## src/rtl/instr_fetch_unit_if.sv

```systemverilog
`default_nettype none
// ============================================================================
// Module      : instr_fetch_unit_if
// Description : Fetch-stage bundle: hazard/branch control, instruction ROM
//               port and IF/ID pipeline register outputs.
// Revision    : 1.0 - initial release
// ============================================================================
interface instr_fetch_unit_if #(
    parameter int IM_AW = 10
);
    logic              stall;
    logic              redirect;
    logic [31:0]       redirect_pc;
    logic [IM_AW-1:0]  im_addr;
    logic [31:0]       im_instr;
    logic [31:0]       pc;
    logic [31:0]       if_id_instr;
    logic [31:0]       if_id_pc;
    logic              if_id_valid;
    logic              if_id_fault;

    // master: the fetch unit itself
    modport master (
        input  stall, redirect, redirect_pc, im_instr,
        output im_addr, pc, if_id_instr, if_id_pc, if_id_valid, if_id_fault
    );

    // slave: control logic, instruction ROM and decoder around the fetch unit
    modport slave (
        output stall, redirect, redirect_pc, im_instr,
        input  im_addr, pc, if_id_instr, if_id_pc, if_id_valid, if_id_fault
    );
endinterface
`default_nettype wire

```

## src/rtl/instr_fetch_unit.sv

```systemverilog
`default_nettype none
// ============================================================================
// Module      : instr_fetch_unit
// Description : MIPS fetch stage - PC register, instruction ROM addressing,
//               IF/ID register with stall, redirect and illegal-fetch fault.
//               Optional macro DELAY_SLOT_EN: redirect keeps the delay slot.
// Revision    : 1.0 - initial release
// ============================================================================
module instr_fetch_unit #(
    parameter logic [31:0] PC_RESET = 32'h0000_3000,
    parameter int          IM_AW    = 10
) (
    input  wire logic          clk,
    input  wire logic          reset,
    instr_fetch_unit_if.master bus
);

    // One past the last legal byte; 33 bits so the window end cannot wrap.
    localparam logic [32:0] c_win_end = {1'b0, PC_RESET} + (33'd4 << IM_AW);

    logic [31:0] r_pc;
    logic [31:0] r_if_id_instr;
    logic [31:0] r_if_id_pc;
    logic        r_if_id_valid;
    logic        r_if_id_fault;

    logic [31:0] w_pc_next;
    logic [31:0] w_instr_next;
    logic [31:0] w_ipc_next;
    logic        w_valid_next;
    logic        w_fault_next;
    logic        w_illegal;
    logic [31:0] w_fetch_instr;

    // PC_RESET is word aligned, so the low two bits never borrow into the word index.
    assign bus.im_addr = r_pc[IM_AW+1:2] - PC_RESET[IM_AW+1:2];

    assign w_illegal = (r_pc[1:0] != 2'b00)
                     | (r_pc < PC_RESET)
                     | ({1'b0, r_pc} >= c_win_end);

    assign w_fetch_instr = w_illegal ? 32'h0000_0000 : bus.im_instr;

    always_comb begin
        w_pc_next    = r_pc;
        w_instr_next = r_if_id_instr;
        w_ipc_next   = r_if_id_pc;
        w_valid_next = r_if_id_valid;
        w_fault_next = r_if_id_fault;
        if (bus.stall) begin
            w_pc_next = r_pc;
        end else if (bus.redirect) begin
            w_pc_next = bus.redirect_pc;
`ifdef DELAY_SLOT_EN
            w_instr_next = w_fetch_instr;
            w_ipc_next   = r_pc;
            w_valid_next = 1'b1;
            w_fault_next = w_illegal;
`else
            w_instr_next = 32'h0000_0000;
            w_ipc_next   = 32'h0000_0000;
            w_valid_next = 1'b0;
            w_fault_next = 1'b0;
`endif
        end else begin
            w_pc_next    = r_pc + 32'd4;
            w_instr_next = w_fetch_instr;
            w_ipc_next   = r_pc;
            w_valid_next = 1'b1;
            w_fault_next = w_illegal;
        end
    end

    always_ff @(posedge clk) begin
        if (reset) begin
            r_pc          <= PC_RESET;
            r_if_id_instr <= 32'h0000_0000;
            r_if_id_pc    <= 32'h0000_0000;
            r_if_id_valid <= 1'b0;
            r_if_id_fault <= 1'b0;
        end else begin
            r_pc          <= w_pc_next;
            r_if_id_instr <= w_instr_next;
            r_if_id_pc    <= w_ipc_next;
            r_if_id_valid <= w_valid_next;
            r_if_id_fault <= w_fault_next;
        end
    end

    assign bus.pc          = r_pc;
    assign bus.if_id_instr = r_if_id_instr;
    assign bus.if_id_pc    = r_if_id_pc;
    assign bus.if_id_valid = r_if_id_valid;
    assign bus.if_id_fault = r_if_id_fault;

endmodule
`default_nettype wire

```

## src/flat_wrapper.sv

```systemverilog
// flat-port wrapper written by rule: the top's interface ports become plain ports
module instr_fetch_unit_flat 
#(
    parameter logic [31:0] PC_RESET = 32'h0000_3000,
    parameter int          IM_AW    = 10
)
  (clk, reset, bus_stall, bus_redirect, bus_redirect_pc, bus_im_instr, bus_im_addr, bus_pc, bus_if_id_instr, bus_if_id_pc, bus_if_id_valid, bus_if_id_fault);
  instr_fetch_unit_if #(.IM_AW(IM_AW)) bus_i ();
  input  wire logic clk;
  input  wire logic reset;
  input wire logic [$bits(bus_i.stall)-1:0] bus_stall;
  input wire logic [$bits(bus_i.redirect)-1:0] bus_redirect;
  input wire logic [$bits(bus_i.redirect_pc)-1:0] bus_redirect_pc;
  input wire logic [$bits(bus_i.im_instr)-1:0] bus_im_instr;
  output wire logic [$bits(bus_i.im_addr)-1:0] bus_im_addr;
  output wire logic [$bits(bus_i.pc)-1:0] bus_pc;
  output wire logic [$bits(bus_i.if_id_instr)-1:0] bus_if_id_instr;
  output wire logic [$bits(bus_i.if_id_pc)-1:0] bus_if_id_pc;
  output wire logic [$bits(bus_i.if_id_valid)-1:0] bus_if_id_valid;
  output wire logic [$bits(bus_i.if_id_fault)-1:0] bus_if_id_fault;
  assign bus_i.stall = bus_stall;
  assign bus_i.redirect = bus_redirect;
  assign bus_i.redirect_pc = bus_redirect_pc;
  assign bus_i.im_instr = bus_im_instr;
  assign bus_im_addr = bus_i.im_addr;
  assign bus_pc = bus_i.pc;
  assign bus_if_id_instr = bus_i.if_id_instr;
  assign bus_if_id_pc = bus_i.if_id_pc;
  assign bus_if_id_valid = bus_i.if_id_valid;
  assign bus_if_id_fault = bus_i.if_id_fault;
  instr_fetch_unit #(.PC_RESET(PC_RESET), .IM_AW(IM_AW)) u_core (.clk(clk), .reset(reset), .bus(bus_i));
endmodule
```

## config.mk

```make
export PLATFORM = sky130hd
export DESIGN_NAME = instr_fetch_unit_flat
export DESIGN_NICKNAME = d
export VERILOG_FILES = /design/src/rtl/instr_fetch_unit_if.sv /design/src/rtl/instr_fetch_unit.sv /design/src/flat_wrapper.sv
export SDC_FILE = /design/constraint.sdc
export NUM_CORES = 1
export LEC_CHECK = 0
export ABC_AREA = 1
export CORE_UTILIZATION = 48
export CTS_CLUSTER_SIZE = 20
export DETAILED_ROUTE_END_ITERATION = 10
export MAX_ROUTING_LAYER = met4
export PLACE_DENSITY = 0.85
export SYNTH_ARGS = -nofsm -noshare
export SYNTH_HDL_FRONTEND = slang
export SYNTH_SLANG_ARGS = --single-unit
```

## constraint.sdc

```tcl
create_clock -name clk -period 2.3 [get_ports clk]
set_input_delay 0.23 -clock clk [delete_from_list [all_inputs] [get_ports clk]]
set_output_delay 0.23 -clock clk [all_outputs]
set_load 0.01 [all_outputs]
```

==> implementation parameters <==
Parameter                              Value

Outcome
  Outcome ... finished clean

Die
  Num ports ... around 180
  Core region area ... 9730 sq um
  Height of the die ... 102 um
  Overall die width ... 102 um
  Std-Cell Rows ... 36
  Total Die Area ... 10400 sq um
  Effective utilization at floorplan ... between 40% and 50%

Worst setup path
  WS Path Type ... reg -> reg
  Category of the worst setup path capture point ... flop
  Worst r2r path cells ... 9
  Arrival time worst endpoint ... 2200 ps
  Worst setup slack for register-to-register paths ... about 420 ps
  Endpoint of the worst-slack reg-to-reg timing path ... u_core.bus.pc[22]
  Startpoint Class ... flop
  Max Fanout on Critical Path ... 8
  Critical path required time ... 2620 ps
  Reg-to-Reg Start ... u_core.bus.pc[2]

Logic synthesis
  Mapped Cells ... approximately 700
  Number of distinct library cells after synthesis ... 31
  Net count after synthesis ... ~770
  Avg Cell Area, Syn ... roughly 6.9 sq um
  Part of the Yosys area used for sequential elements ... 40.9%
  FF+latch count, synth ... 98
  Syn Std Cell Area ... 4790 sq um
  Total of warnings raised by yosys ... 0

Power
  Leakage power figure ... between 2 and 3 nW
  Pwr Total ... 0.00350 W
  Highest ir drop seen on vdd ... 0.371 mV
  Power Dens Cells ... 524 nW/um^2

CTS
  # clock sinks ... 98
  Clock tree from TritonCTS ... yes
  Post-CTS Setup Bufs ... 0
  Clock buffers created by TritonCTS ... 9
  Skew-Pair Late Insertion Delay ... roughly 370 ps
  Clock slew at reported path FFs ... 110 ps
  Root buffer cell ... clkbuf_8
  Post-CTS Resized ... 0
  Clock Path Buffers ... 2
  CTS HTree Levels ... 3
  CTS Hold Bufs ... 0

Routing
  Initial detailed-routing violation count ... 316
  Remaining antenna violation count ... 0
  Total DRC errors in the routed layout ... 0
  Vias ... 5284
  Vias/cell ... approximately 5.4
  Overall routed net length ... 15100 um
  DR WL/cell ... 15.4 um
  First-pass iteration count of the detailed router ... 5

Placement
  Quantity of I/O buffers inserted on ports ... 175
  Half-perimeter wire length of the detailed placement result ... 10800 um
  Worst slack after detailed placement ... 413 ps
  Final Wtd Congestion ... roughly 0.95

Final layout
  Antenna diode count ... 0
  Layout overhead on the synthesized area ... 39.6%
  Fraction of layout instances using a drive strength above 1 ... 6.01%
  Final design utilization ... 68.8%
  Number of filler instances in the final layout ... 795
  Final Net Count ... 913

STA
  Clock period minus worst slack ... around 1900 ps
  Final setup viols ... 0
  Worst clock skew ... around 16 ps
  Setup WS post-layout ... 416 ps
  Max transition margin ... 57.1%
  Top achievable clock speed ... 531 MHz
  Transition time at the pin with the least slew margin ... roughly 640 ps
  Setup repair after global routing missed its margin ... no
  Pins over their slew limit ... 0
  Final Hold Fails ... 0
  Total negative slack ... 0 ps
  Crit share post-route ... 81.9%

Hold path
  Terminating pin of the worst hold path ... u_core.bus.if_id_instr[14]
  Hold path cells ... 3
  Path class of the lowest-slack min-delay path ... in -> reg
  Beginning of the worst hold path ... reset

Global route
  Antenna violations before repair ... 0
  Global Route Usage Sum ... 29.7%
  Maximum number of pins on one net before global-route repair ... 67
  Wire length of the first global-routing pass ... 23300 um
  Overall overflow remaining after global route ... 0
  Via count of the first global-routing pass ... 4794

Flow run
  Max-Cap Viols ... 0
[kinds of logic (layout without fill, tap and decap cells)]
kind of cell,count (synthesis),after routing,synth area share [%]
AOI/OAI and AO/OA,112,112,12.4
adders and majority gates,2,2,0.522
buffers and inverters,126,278,12.1
DFF,98,98,40.9
and+or+nand+nor,358,358,34.1
[layer usage]
metal | up-vias | track usage [%] | share of wire (%)
li1 | 2561 | - | -
met1 | 2455 | 35.3 | 41
met2 | 235 | 49.4 | 48
met3 | 33 | 6.77 | 8.8
met4 | 0 | 10.5 | 2.3
met5 | - | - | 0
[stage by stage]
step	area, sq um	hold WS (ps)	instances
floorplan	4790	379	696
global placement	6510	449	965
detailed placement	6510	454	965
CTS	6690	342	981
global route	6690	362	981
finish	6690	350	981
[synthesized netlist by cell type, drive strengths merged]
library cell  number  area share [%]
dfxtp             98              41
o21bai             2            0.31
a221oi             2            0.37
nor3               8             1.3
ha                 2            0.52
nand2            191              15
nand3             34             3.9
a31oi              2            0.26
nor4               3            0.39
o21ai             29             3.0
o31ai              1            0.16
nand3b             2            0.31
a21oi             70             7.3
inv               77             6.0
nor2              71             6.7
nand4             49             6.4
clkbuf            16             1.3
buf               33             4.8
o2111ai            2            0.37
o211ai             4            0.63
[registers in the layout, indices dropped and copies added (netlist names)]
signal,count
u_core.bus.if_id_fault,1
u_core.bus.if_id_instr,32
u_core.bus.if_id_pc,32
u_core.bus.if_id_valid,1
u_core.bus.pc,32
[worst max path at each step]
stage | start | endpoint | slack (ps) | depth (start not counted)
global placement | bus_redirect | u_core.bus.pc[15] | 480 | 8
finish | u_core.bus.pc[2] | u_core.bus.pc[22] | 420 | 9
CTS | u_core.bus.pc[2] | u_core.bus.pc[22] | 450 | 9
floorplan | u_core.bus.pc[2] | u_core.bus.pc[26] | 750 | 10
global route | u_core.bus.pc[2] | u_core.bus.pc[22] | 260 | 9
detailed placement | bus_redirect | u_core.bus.pc[15] | 410 | 8
[critical path: stages (launching register included)]
cell and delay [ps]:
dfxtp_1 500, ha_1 230, nand2_1 110, nor2_4 180, nand3_1 140, nor2_2 280
nand4_1 150, nand3b_1 120, nand2_1 50, inv_1 80
[cell usage in the layout, fill, tap and decap left out, drive strengths merged]
cell,n
nand2,191
clkdlybuf4s50,173
dfxtp,98
inv,80
nor2,71
a21oi,70
nand4,49
nand3,34
o21ai,29
buf,12
clkbuf,9
nor3,8
o211ai,4
clkinv,4
nor4,3
nand3b,2
o21bai,2
a31oi,2
a221oi,2
o2111ai,2
ha,2
o31ai,1
[power by group]
group | switching [W] | total (W) | internal (W) | leakage (nW)
clock | 0.000671 | 0.00109 | 0.000417 | 0.0976
combinational | 0.000321 | 0.000604 | 0.000283 | 1.65
sequential | 0.0000668 | 0.00181 | 0.00175 | 0.795
total | 0.00106 | 0.00350 | 0.00245 | 2.55
[area by class of cell]
type / instances / area (sq um) / area share (%)
Clock inverter: 7 / 62.6 / 0.935
Clock buffer: 9 / 124 / 1.85
Inverter: 77 / 289 / 4.32
Tap cell: 133 / 166 / 2.49
Multi-Input combinational cell: 472 / 2260 / 33.8
Timing Repair Buffer: 185 / 1830 / 27.3
Sequential cell: 98 / 1960 / 29.3
(Power assumes the default switching activity.)
